[config.mk]
export PLATFORM = sky130hd
export DESIGN_NAME = pulse_to_handshake_flat
export DESIGN_NICKNAME = d
export VERILOG_FILES = /design/src/rtl/pulse_to_handshake_if.sv /design/src/rtl/pulse_to_handshake.sv /design/src/flat_wrapper.sv
export SDC_FILE = /design/constraint.sdc
export NUM_CORES = 1
export LEC_CHECK = 0
export ABC_AREA = 1
export CELL_PAD_IN_SITES_DETAIL_PLACEMENT = 0
export CELL_PAD_IN_SITES_GLOBAL_PLACEMENT = 1
export CORE_MARGIN = 2
export CORE_UTILIZATION = 42
export CTS_CLUSTER_SIZE = 24
export DETAILED_ROUTE_END_ITERATION = 8
export GPL_TIMING_DRIVEN = 0
export PLACE_DENSITY_LB_ADDON = 0.1
export SLEW_MARGIN = 25
export SYNTH_ARGS = -nofsm -noshare
export SYNTH_HDL_FRONTEND = slang
export SYNTH_SLANG_ARGS = --single-unit
[constraint.sdc]
create_clock -name clock -period 5 [get_ports clock]
set_input_delay 1 -clock clock [delete_from_list [all_inputs] [get_ports clock]]
set_output_delay 1 -clock clock [all_outputs]
set_load 0.005 [all_outputs]
[src/rtl/pulse_to_handshake_if.sv]
// Bundle of the pulse input, the 4-phase req/ack pair and the status outputs
// of pulse_to_handshake. The slave view belongs to the converter; the master
// view belongs to whatever drives the pulses and consumes the requests.
interface pulse_to_handshake_if #(
   parameter int PEND_W = 2
);
   logic              pulse;
   logic              ack;
   logic              clear_flags;
   logic              req;
   logic              busy;
   logic              done;
   logic [PEND_W-1:0] pending;
   logic              overflow;
   logic              proto_err;

   modport master (
      output pulse, ack, clear_flags,
      input  req, busy, done, pending, overflow, proto_err
   );

   modport slave (
      input  pulse, ack, clear_flags,
      output req, busy, done, pending, overflow, proto_err
   );
endinterface

[src/rtl/pulse_to_handshake.sv]
// Converts single-cycle load pulses into 4-phase req/ack handshakes.
// Pulses arriving while a handshake is already in progress are counted and
// replayed later. When the counter is full, further pulses are dropped and
// flagged in a sticky overflow bit.
//
// state    | meaning
// ---------+-----------------------------------------------------------
// IDLE     | no transaction; req low; may start from pulse or backlog
// HOLD     | req high for HOLD_CYCLES cycles, ack ignored
// WAIT_ACK | req high, waiting for the consumer to raise ack
// WAIT_LOW | req low, waiting for the consumer to drop ack
module pulse_to_handshake #(
   parameter int HOLD_CYCLES = 4,
   parameter int PEND_W      = 2
) (
   input  logic                  clock,
   input  logic                  reset_n,
   pulse_to_handshake_if.slave   bus
);

   typedef enum logic [1:0] {
      IDLE     = 2'd0,
      HOLD     = 2'd1,
      WAIT_ACK = 2'd2,
      WAIT_LOW = 2'd3
   } state_t;

   localparam logic [7:0] HOLD_LOAD = 8'(HOLD_CYCLES - 1);

   state_t            state_q, state_d;
   logic [7:0]        cnt_q, cnt_d;
   logic [PEND_W-1:0] pend_q, pend_d;
   logic              req_q, req_d;
   logic              busy_q, busy_d;
   logic              done_q, done_d;
   logic              ovf_q, ovf_d;
   logic              perr_q, perr_d;

   logic              idle;
   logic              start;
   logic              pend_inc;
   logic              pend_dec;
   logic              drop;

   // Event bookkeeping: a pulse starts a transaction directly only when the
   // block is idle with an empty backlog; every other pulse joins the backlog.
   always_comb begin
      idle     = (state_q == IDLE);
      pend_dec = idle && (pend_q != '0);
      start    = pend_dec || (idle && bus.pulse);
      pend_inc = bus.pulse && !(idle && (pend_q == '0));
      drop     = pend_inc && !pend_dec && (&pend_q);
   end

   // State register and hold counter.
   always_ff @(posedge clock or negedge reset_n) begin
      if (!reset_n) begin
         state_q <= IDLE;
         cnt_q   <= '0;
      end else begin
         state_q <= state_d;
         cnt_q   <= cnt_d;
      end
   end

   // Next-state logic; the hold counter counts down to zero before ack is looked at.
   always_comb begin
      state_d = state_q;
      cnt_d   = cnt_q;
      case (state_q)
         IDLE: begin
            if (start) begin
               state_d = HOLD;
               cnt_d   = HOLD_LOAD;
            end
         end
         HOLD: begin
            if (cnt_q == 8'd0) state_d = WAIT_ACK;
            else               cnt_d   = cnt_q - 8'd1;
         end
         WAIT_ACK: begin
            if (bus.ack) state_d = WAIT_LOW;
         end
         WAIT_LOW: begin
            if (!bus.ack) state_d = IDLE;
         end
         default: state_d = IDLE;
      endcase
   end

   // Output decode from the next state so every output comes straight from a flop.
   always_comb begin
      req_d  = (state_d == HOLD) || (state_d == WAIT_ACK);
      busy_d = (state_d != IDLE);
      done_d = (state_q == WAIT_LOW) && (state_d == IDLE);

      pend_d = pend_q;
      if (pend_inc && !pend_dec) begin
         if (!drop) pend_d = pend_q + PEND_W'(1);
      end else if (pend_dec && !pend_inc) begin
         pend_d = pend_q - PEND_W'(1);
      end

      // A set in the same cycle as a clear wins.
      if (drop)                 ovf_d = 1'b1;
      else if (bus.clear_flags) ovf_d = 1'b0;
      else                      ovf_d = ovf_q;

      if (idle && bus.ack)      perr_d = 1'b1;
      else if (bus.clear_flags) perr_d = 1'b0;
      else                      perr_d = perr_q;
   end

   // Registered outputs, backlog counter and sticky flags.
   always_ff @(posedge clock or negedge reset_n) begin
      if (!reset_n) begin
         req_q  <= 1'b0;
         busy_q <= 1'b0;
         done_q <= 1'b0;
         pend_q <= '0;
         ovf_q  <= 1'b0;
         perr_q <= 1'b0;
      end else begin
         req_q  <= req_d;
         busy_q <= busy_d;
         done_q <= done_d;
         pend_q <= pend_d;
         ovf_q  <= ovf_d;
         perr_q <= perr_d;
      end
   end

   assign bus.req       = req_q;
   assign bus.busy      = busy_q;
   assign bus.done      = done_q;
   assign bus.pending   = pend_q;
   assign bus.overflow  = ovf_q;
   assign bus.proto_err = perr_q;

endmodule

[src/flat_wrapper.sv]
// flat-port wrapper written by rule: the top's interface ports become plain ports
module pulse_to_handshake_flat 
#(
   parameter int HOLD_CYCLES = 4,
   parameter int PEND_W      = 2
)
  (clock, reset_n, bus_pulse, bus_ack, bus_clear_flags, bus_req, bus_busy, bus_done, bus_pending, bus_overflow, bus_proto_err);
  pulse_to_handshake_if #(.PEND_W(PEND_W)) bus_i ();
  input  logic clock;
  input  logic reset_n;
  input wire logic [$bits(bus_i.pulse)-1:0] bus_pulse;
  input wire logic [$bits(bus_i.ack)-1:0] bus_ack;
  input wire logic [$bits(bus_i.clear_flags)-1:0] bus_clear_flags;
  output wire logic [$bits(bus_i.req)-1:0] bus_req;
  output wire logic [$bits(bus_i.busy)-1:0] bus_busy;
  output wire logic [$bits(bus_i.done)-1:0] bus_done;
  output wire logic [$bits(bus_i.pending)-1:0] bus_pending;
  output wire logic [$bits(bus_i.overflow)-1:0] bus_overflow;
  output wire logic [$bits(bus_i.proto_err)-1:0] bus_proto_err;
  assign bus_i.pulse = bus_pulse;
  assign bus_i.ack = bus_ack;
  assign bus_i.clear_flags = bus_clear_flags;
  assign bus_req = bus_i.req;
  assign bus_busy = bus_i.busy;
  assign bus_done = bus_i.done;
  assign bus_pending = bus_i.pending;
  assign bus_overflow = bus_i.overflow;
  assign bus_proto_err = bus_i.proto_err;
  pulse_to_handshake #(.HOLD_CYCLES(HOLD_CYCLES), .PEND_W(PEND_W)) u_core (.clock(clock), .reset_n(reset_n), .bus(bus_i));
endmodule
== Word level (Yosys, flattened, before mapping) ==
Cells that the tools add are included.

* Output and inout bits: 7
* Flip-flop bits (word level): 17

* Add/subtract/negate cells: 3
* Eq/ne operators: 8
* Mux-type cells: 14
* Reduce and logical (&&, ||, !) cells: 27

{| class="wikitable"
|+ Operators by type and width
! cell !! count
|-
| 8-bit two-way mux || 2
|-
| 8-bit case mux with 2 select lines || 1
|-
| 2-bit two-way mux || 7
|-
| 2-bit nonzero test || 6
|-
| 1-bit logical AND || 9
|-
| 8-bit logical NOT || 1
|-
| 2-bit case mux with 4 select lines || 1
|-
| 8-bit by 1-bit subtractor with 8-bit output (second input constant) || 1
|-
| 2-bit == test (second input constant) || 3
|-
| 2-bit logical NOT || 3
|-
| 2-bit inequality test (second input constant) || 3
|-
| 2-bit by 1-bit == test with 1-bit output (second input constant) || 2
|-
| 2-bit AND reduction || 2
|-
| 1-bit logical NOT || 3
|-
| 1-bit two-way mux || 3
|-
| 3-bit AND reduction || 1
|-
| 2-bit by 1-bit adder with 2-bit output (second input constant) || 1
|-
| 1-bit logical OR || 2
|-
| 2-bit by 1-bit subtractor with 2-bit output (second input constant) || 1
|}

== Logic depth before layout (Yosys ltp) ==
Gate-level depths: netlist (run 1).

* Word-level depth: 8
* Mapped depth: 12
* Depth with buffers taken out: 11

== Worst setup path after synthesis (run 1) ==
OpenSTA, ideal clock, no wires.

* Kind: input-to-reg
* Start: in bus_pulse
* End: reg u_core.done_q (netlist: u_core.bus.done)
* Path buffers: 1
* Stages on the path: 11
* Path slack: 3.100 ns
* Required time: 4.914 ns
* Arrival time: 1.814 ns
* Cell sequence: inv_1 > nand3_1 > nand2_1 > inv_1 > nand2_2 > buf_6 > nand2_2 > inv_1 > ha_1 > inv_1 > nor3_1

* Cells in the longest elaborated chain, start to end: 6

{| class="wikitable"
|+ RTL lines
! what !! line !! text
|-
| start, declared || flat_wrapper.sv:11 || <nowiki>input wire logic [$bits(bus_i.pulse)-1:0] bus_pulse;</nowiki>
|-
| 1-bit logical AND || pulse_to_handshake.sv:50 || <nowiki>start = pend_dec || (idle && bus.pulse);</nowiki>
|-
| 1-bit logical OR || pulse_to_handshake.sv:50 ||
|-
| 2-bit two-way mux || pulse_to_handshake.sv:72 || <nowiki>if (start) begin</nowiki>
|-
| 2-bit case mux with 4 select lines || pulse_to_handshake.sv:70 || <nowiki>case (state_q)</nowiki>
|-
| named net u_core.state_d[0] || pulse_to_handshake.sv:30 || <nowiki>state_t state_q, state_d;</nowiki>
|-
| 2-bit logical NOT || pulse_to_handshake.sv:95 || <nowiki>done_d = (state_q == WAIT_LOW) && (state_d == IDLE);</nowiki>
|-
| 1-bit logical AND || pulse_to_handshake.sv:95 ||
|-
| named net u_core.done_d || pulse_to_handshake.sv:35 || <nowiki>logic done_q, done_d;</nowiki>
|-
| end signal, assigned || pulse_to_handshake.sv:126 || <nowiki>done_q <= done_d;</nowiki>
|-
| end, declared || pulse_to_handshake.sv:35 ||
|}

The timed path passes the listed nets, and every way through them passes these cells.
A chain may end at the register's enable or synchronous reset.

== Final worst setup path (run 1) ==
Same ends and word-level chain as after synthesis.

==> flow_summary.toml, run 1 <==
[status]
status = "completed"

[placed_design]
place.port_buffers = 11
dpl_worst_slack_ns = 2.47
place_area_sq_um = 1050
dp_hpwl_microns = 1310
routabilityCongestion = 0.755

[clocking]
postCtsSetupRepairBufs = 0
cts_max_path_buffers = 2
cts-resized-gates = 0
cts_max_level = 1
cts_hold_buf = 0
clkTransAtPathRegs_ns = 0.10
clk_latency_ns = 0.28
cts_tree = "yes"
cts_made_buffers = 3
clkSinkCount = 17
cts_root_buf = "clkbuf_4"

[global_routing]
grt_max_degree = 18
grt_overflow = 0
antenna_found_initial = 0
first_global_vias = 734
grt_usage_pct = 16.1
grt_pass1_wl_microns = 3080

[sta]
setup_viol = 0
maxSlewHeadroom_pct = 47.3
fin_worst_skew_ns = 0.00120
finalHoldViolations = 0
worst_slack_ns = 2.76
fin_crit_sh_pct = 44.7
maxSlewViolCount = 0
period_minus_slack_ns = 2.24
fin_setup_tns_ns = 0
tightest_slew_ns = 0.789
rsz0062_at_grt = "false"
whs_ns = 0.523
fmax_ghz = 0.447

[cells_and_area]
area.growth.synth_to_final_pct = 18.8
nNetsFinal = 134
design_area_sq_um = 1070
multi_input_area_sq_um = 392
num_antenna_cells = 0
fillers = 203
layout-drive-gt1-share_pct = 8.73
regArea_sq_um = 425

[pwr]
total_power_uw = 618
powerDensity_nw_per_um2 = 575
internal-power_uw = 356
clock_power_share_pct = 11.9
vdd_drop_max_mv = 0.274
leakage_nw = 0.525
switching_share_pct = 42.3
p_switching_uw = 261
comb_power_share_pct = 48.7
seq_power_share_pct = 39.4

[setup_path]
endpoint = "u_core.bus.done"
critPathKind = "in2reg"
worstSetupStartpointType = "input pin"
timing.rr.end = "u_core.bus.done"
reg2reg_depth = 12
cp-startpoint = "bus_pulse"
rr_startpoint = "u_core.cnt_q[0]"
worstSetupEndpointType = "flop"
path_max_fanout = 10
crit_required_ns = 5.18
rrSetupSlack_ns = 3.16
critPathArrivalTime_ns = 2.42

[worst_hold_path]
worstHoldPathType = "reg2reg"
hold_depth = 1

[routing]
wl_per_cell_microns = 11.6
drc = 0
vias_per_cell = 4.69
vias = 718
drt_iter0_markers = 6
first_pass_iters = 3
ant_nets = 0
wl_microns = 1770

[die]
fp.dieW_microns = 50.4
rows = 16
core_area_sq_um = 2000
io_pins = 12
die_h_microns = 50.4
start_util_pct = 45.1
die-area_sq_um = 2540

[logic_synthesis]
yosys-top-cells-area = "dfrtp_1 47%, nand2_1 10%, inv_1 7.9%"
synth_common_cells = "25 x nand2_1, 19 x inv_1, 17 x dfrtp_1"
synth_edf_count = 0
synth_top_area_share_pct = 47.1
syn_area_sq_um = 903
ys_seq_area_share_pct = 47.1
synth_fp_nets = 118
synth.most_common_cell = "nand2_1"
synth_cell_types = 22
syn_inst = 111
ys_ff_latch = 17
syn_area_per_cell_sq_um = 8.14
ys.flop_type = "dfrtp_1"
synth.largest_area_cell = "dfrtp_1"
async_flop_share_pct = 100
yosysWarnings = 0

[flow_run]
drv_cap = 0
placed cells by master (no fill, tap or decap), drive strengths merged:
cell type and count:
nand2 27, inv 20, dfrtp 17, nor2 12
clkdlybuf4s50 11, nand3 9, o21ai 9, xor2 4
clkbuf 4, a21oi 2, nand3b 2, ha 2
nor3 2, buf 1, a21boi 1, o32ai 1
nand4 1, o21bai 1
area by class of cell:
cell class | count | area share (%)
Tap cell | 27 | 3.15
Clock buffer | 4 | 2.45
Sequential cell | 17 | 39.6
Buffer | 1 | 1.05
Timing Repair Buffer | 11 | 10.3
Inverter | 20 | 6.99
Multi-Input combinational cell | 73 | 36.5
per-stage QoR:
step | util, % | instances
floorplan | - | 111
global placement | 52.3 | 149
detailed placement | 52.3 | 149
CTS | 53.6 | 153
global route | 53.6 | 153
finish | 53.6 | 153
critical path: stages:
cell and delay, ns:
clkdlybuf4s50_1 0.48, inv_1 0.09, nand3_1 0.09, nand2_1 0.06, inv_1 0.09, nand2_2 0.07, buf_6 0.14, nand2_2 0.07
inv_1 0.04, ha_1 0.18, inv_1 0.07, nor3_1 0.05
sequential cells by signal (all words and copies together), names as in the netlist:
name                  count
u_core.bus.req            1
u_core.state_q            2
u_core.cnt_q              8
u_core.bus.proto_err      1
u_core.bus.busy           1
u_core.bus.overflow       1
u_core.bus.done           1
u_core.bus.pending        2
cell families (layout without fill, tap and decap cells):
kind of cell,after synthesis,in the layout,synth area share (%)
AND/OR/NAND/NOR,53,53,28.0
adder cells (fa/ha/maj),2,2,2.77
flip-flops,17,17,47.1
buffers and inverters,21,36,9.56
XOR/XNOR,4,4,3.88
AO/OA/AOI/OAI,14,14,8.73
routing by layer:
layer | GRT usage [%] | share of wire (%) | vias to the layer above
met1 | 19.0 | 47 | 331
met3 | 4.17 | 2.9 | 2
met2 | 28.3 | 50 | 6
met5 | 0 | 0 | -
li1 | - | - | 379
met4 | 5.41 | 0.51 | 0
power groups by stage:
stage	combinational, mW	sequential (mW)	clock (mW)
after floorplan	0.217	0.237	0
after global placement	0.296	0.243	0
after detailed placement	0.304	0.244	0
after CTS	0.306	0.242	0.0772
after global routing	0.346	0.250	0.0832
final	0.301	0.243	0.0737
worst min path at each step:
stage	to	start
5_1_grt	u_core.cnt_q[0]	u_core.cnt_q[0]
2_1_floorplan	u_core.cnt_q[0]	u_core.cnt_q[0]
6_report	u_core.cnt_q[0]	u_core.cnt_q[0]
3_5_place_dp	u_core.cnt_q[0]	u_core.cnt_q[0]
3_3_place_gp	u_core.cnt_q[0]	u_core.cnt_q[0]
4_1_cts	u_core.cnt_q[0]	u_core.cnt_q[0]
Note: power is estimated with default switching activity, not from simulation.
==> run 2: changes to the inputs <==
Settings changed: CORE_UTILIZATION 42 to 39.
Clock period 5 ns to 2.15 ns, I/O delays scaled along.
==> run 2 against run 1 <==
Against the previous run:
- total power is 130% higher
- final area is 0.23% higher
- clock-buffer cell count is 1 lower
- largest cell class unchanged
==> flow_summary.toml, run 2 (synthesis results as in run 1) <==
[status]
status = "completed"

[flow_run]
drv_cap = 0

[routing]
wl_microns = 1650
drt_iter0_markers = 4
wl_per_cell_microns = 10.7
vias_per_cell = 4.71
first_pass_iters = 4
ant_nets = 0
drc = 0
vias = 726

[placed_design]
place.port_buffers = 11
routabilityCongestion = 0.754
dp_hpwl_microns = 1230
dpl_worst_slack_ns = 0.195

[cells_and_area]
layout_common_cells = "25 x nand2_1, 19 x inv_1, 17 x dfrtp_1"
final_common_cell = "nand2_1"
fin_util_pct = 49.1
largest_reg_flops = 8
area.growth.synth_to_final_pct = 19.1
num_antenna_cells = 0
regMostFlops = "u_core.cnt_q"
nNetsFinal = 134
layout-drive-gt1-share_pct = 9.52

[sta]
whs_ns = 0.515
worst_slack_ns = 0.336
fin_setup_tns_ns = 0
fmax_ghz = 0.551
setup_viol = 0
rsz0062_at_grt = "false"
finalHoldViolations = 0
fin_crit_sh_pct = 84.4
maxSlewViolCount = 0
maxSlewHeadroom_pct = 47.2
tightest_slew_ns = 0.789
period_minus_slack_ns = 1.81
fin_worst_skew_ns = 0.00485

[clocking]
cts-resized-gates = 0
postCtsSetupRepairBufs = 0
clkSinkCount = 17
cts_hold_buf = 0
cts_max_path_buffers = 2
cts_max_level = 1
clkTransAtPathRegs_ns = 0.10
cts_tree = "yes"
clk_latency_ns = 0.29
cts_root_buf = "clkbuf_4"
cts_made_buffers = 3

[die]
rows = 17
io_pins = 12
core_area_sq_um = 2190
die_h_microns = 52.1
die-area_sq_um = 2720
start_util_pct = 41.2
fp.dieW_microns = 52.1

[pwr]
total_power_mw = 1.43
vdd_drop_max_mv = 0.624
powerDensity_nw_per_um2 = 1320
leakage_nw = 0.528

[setup_path]
rr_startpoint = "u_core.cnt_q[0]"
cp_cell_sequence = "inv_1 -> ha_1 -> inv_1 -> nor3_2 -> nand3_2 -> nand2_2 -> buf_6 -> nand2_2 -> inv_1 -> ha_1 -> inv_1 -> nor3_1"
reg2reg_depth = 12
critPathKind = "reg2reg"
worst-path-buf-inv = 5
critPathArrivalTime_ns = 2.03
timing.rr.end = "u_core.bus.done"
path_delay_family = "simple AND/OR/NAND/NOR gates"
cp_slowest_cell = "dfrtp_1"
worstSetupStartpointType = "flop"
path_max_fanout = 10
crit_required_ns = 2.37
critical-path-max-stage-delay_ns = 0.42
cp_common_cell = "inv_1"
rrSetupSlack_ns = 0.34
worstSetupEndpointType = "flop"

[global_routing]
grt_usage_pct = 15.3
antenna_found_initial = 0
grt_overflow = 0
grt_pass1_wl_microns = 3000
first_global_vias = 680
grt_max_degree = 18

[worst_hold_path]
hold_depth = 1
worstHoldStart = "u_core.cnt_q[0]"
worstHoldPathType = "reg2reg"
holdPathEnd = "u_core.cnt_q[0]"
run 2: worst max path at each step:
stage,startpoint,end,slack [ns],cells after the start
2_1_floorplan,u_core.cnt_q[0],u_core.bus.done,0.54,12
3_3_place_gp,bus_pulse,u_core.bus.done,0.20,12
3_5_place_dp,bus_pulse,u_core.bus.done,0.20,12
4_1_cts,u_core.cnt_q[0],u_core.bus.done,0.31,12
5_1_grt,u_core.cnt_q[0],u_core.bus.done,0.10,12
6_report,u_core.cnt_q[0],u_core.bus.done,0.34,12
run 2: final cells by class:
cell class,count,area (sq um)
flip-flops and latches,17,425
inverters,20,75.1
clock buffers,3,22.5
well taps,28,35.0
fillers,223,1110
multi-input cells,73,392
repair buffers,11,110
clock inverters,1,5.00
plain buffers,1,11.3
run 2: power by group:
part | leakage, nW | switching, mW | internal [mW] | total [mW]
Sequential | 0.202 | 0.117 | 0.446 | 0.564
Combinational | 0.309 | 0.379 | 0.310 | 0.689
Clock | 0.0177 | 0.104 | 0.0692 | 0.173
run 2: through the flow:
stage,instances,area (sq um)
after CTS,154,1080
after global routing,154,1080
after detailed placement,150,1050
final,154,1080
after floorplan,111,903
after global placement,150,1050
run 2: worst reg2reg max path, delay by kind of cell, from the launching register on:
family                     cells  cell delay, ns
and+or+nand+nor                5            0.54
DFF                            1            0.42
buffers and inverters          5            0.40
adders and majority gates      2            0.36
run 2: per-layer routing:
| metal | global-route usage (%) | wire length (microns) | vias up |
|---|---|---|---|
| met3 | 6.03 | 79 | 2 |
| met1 | 19.9 | 790 | 331 |
| met2 | 24.5 | 770 | 16 |
| met4 | 2.56 | 12 | 0 |
| li1 | - | - | 377 |
| met5 | 0 | 0 | - |
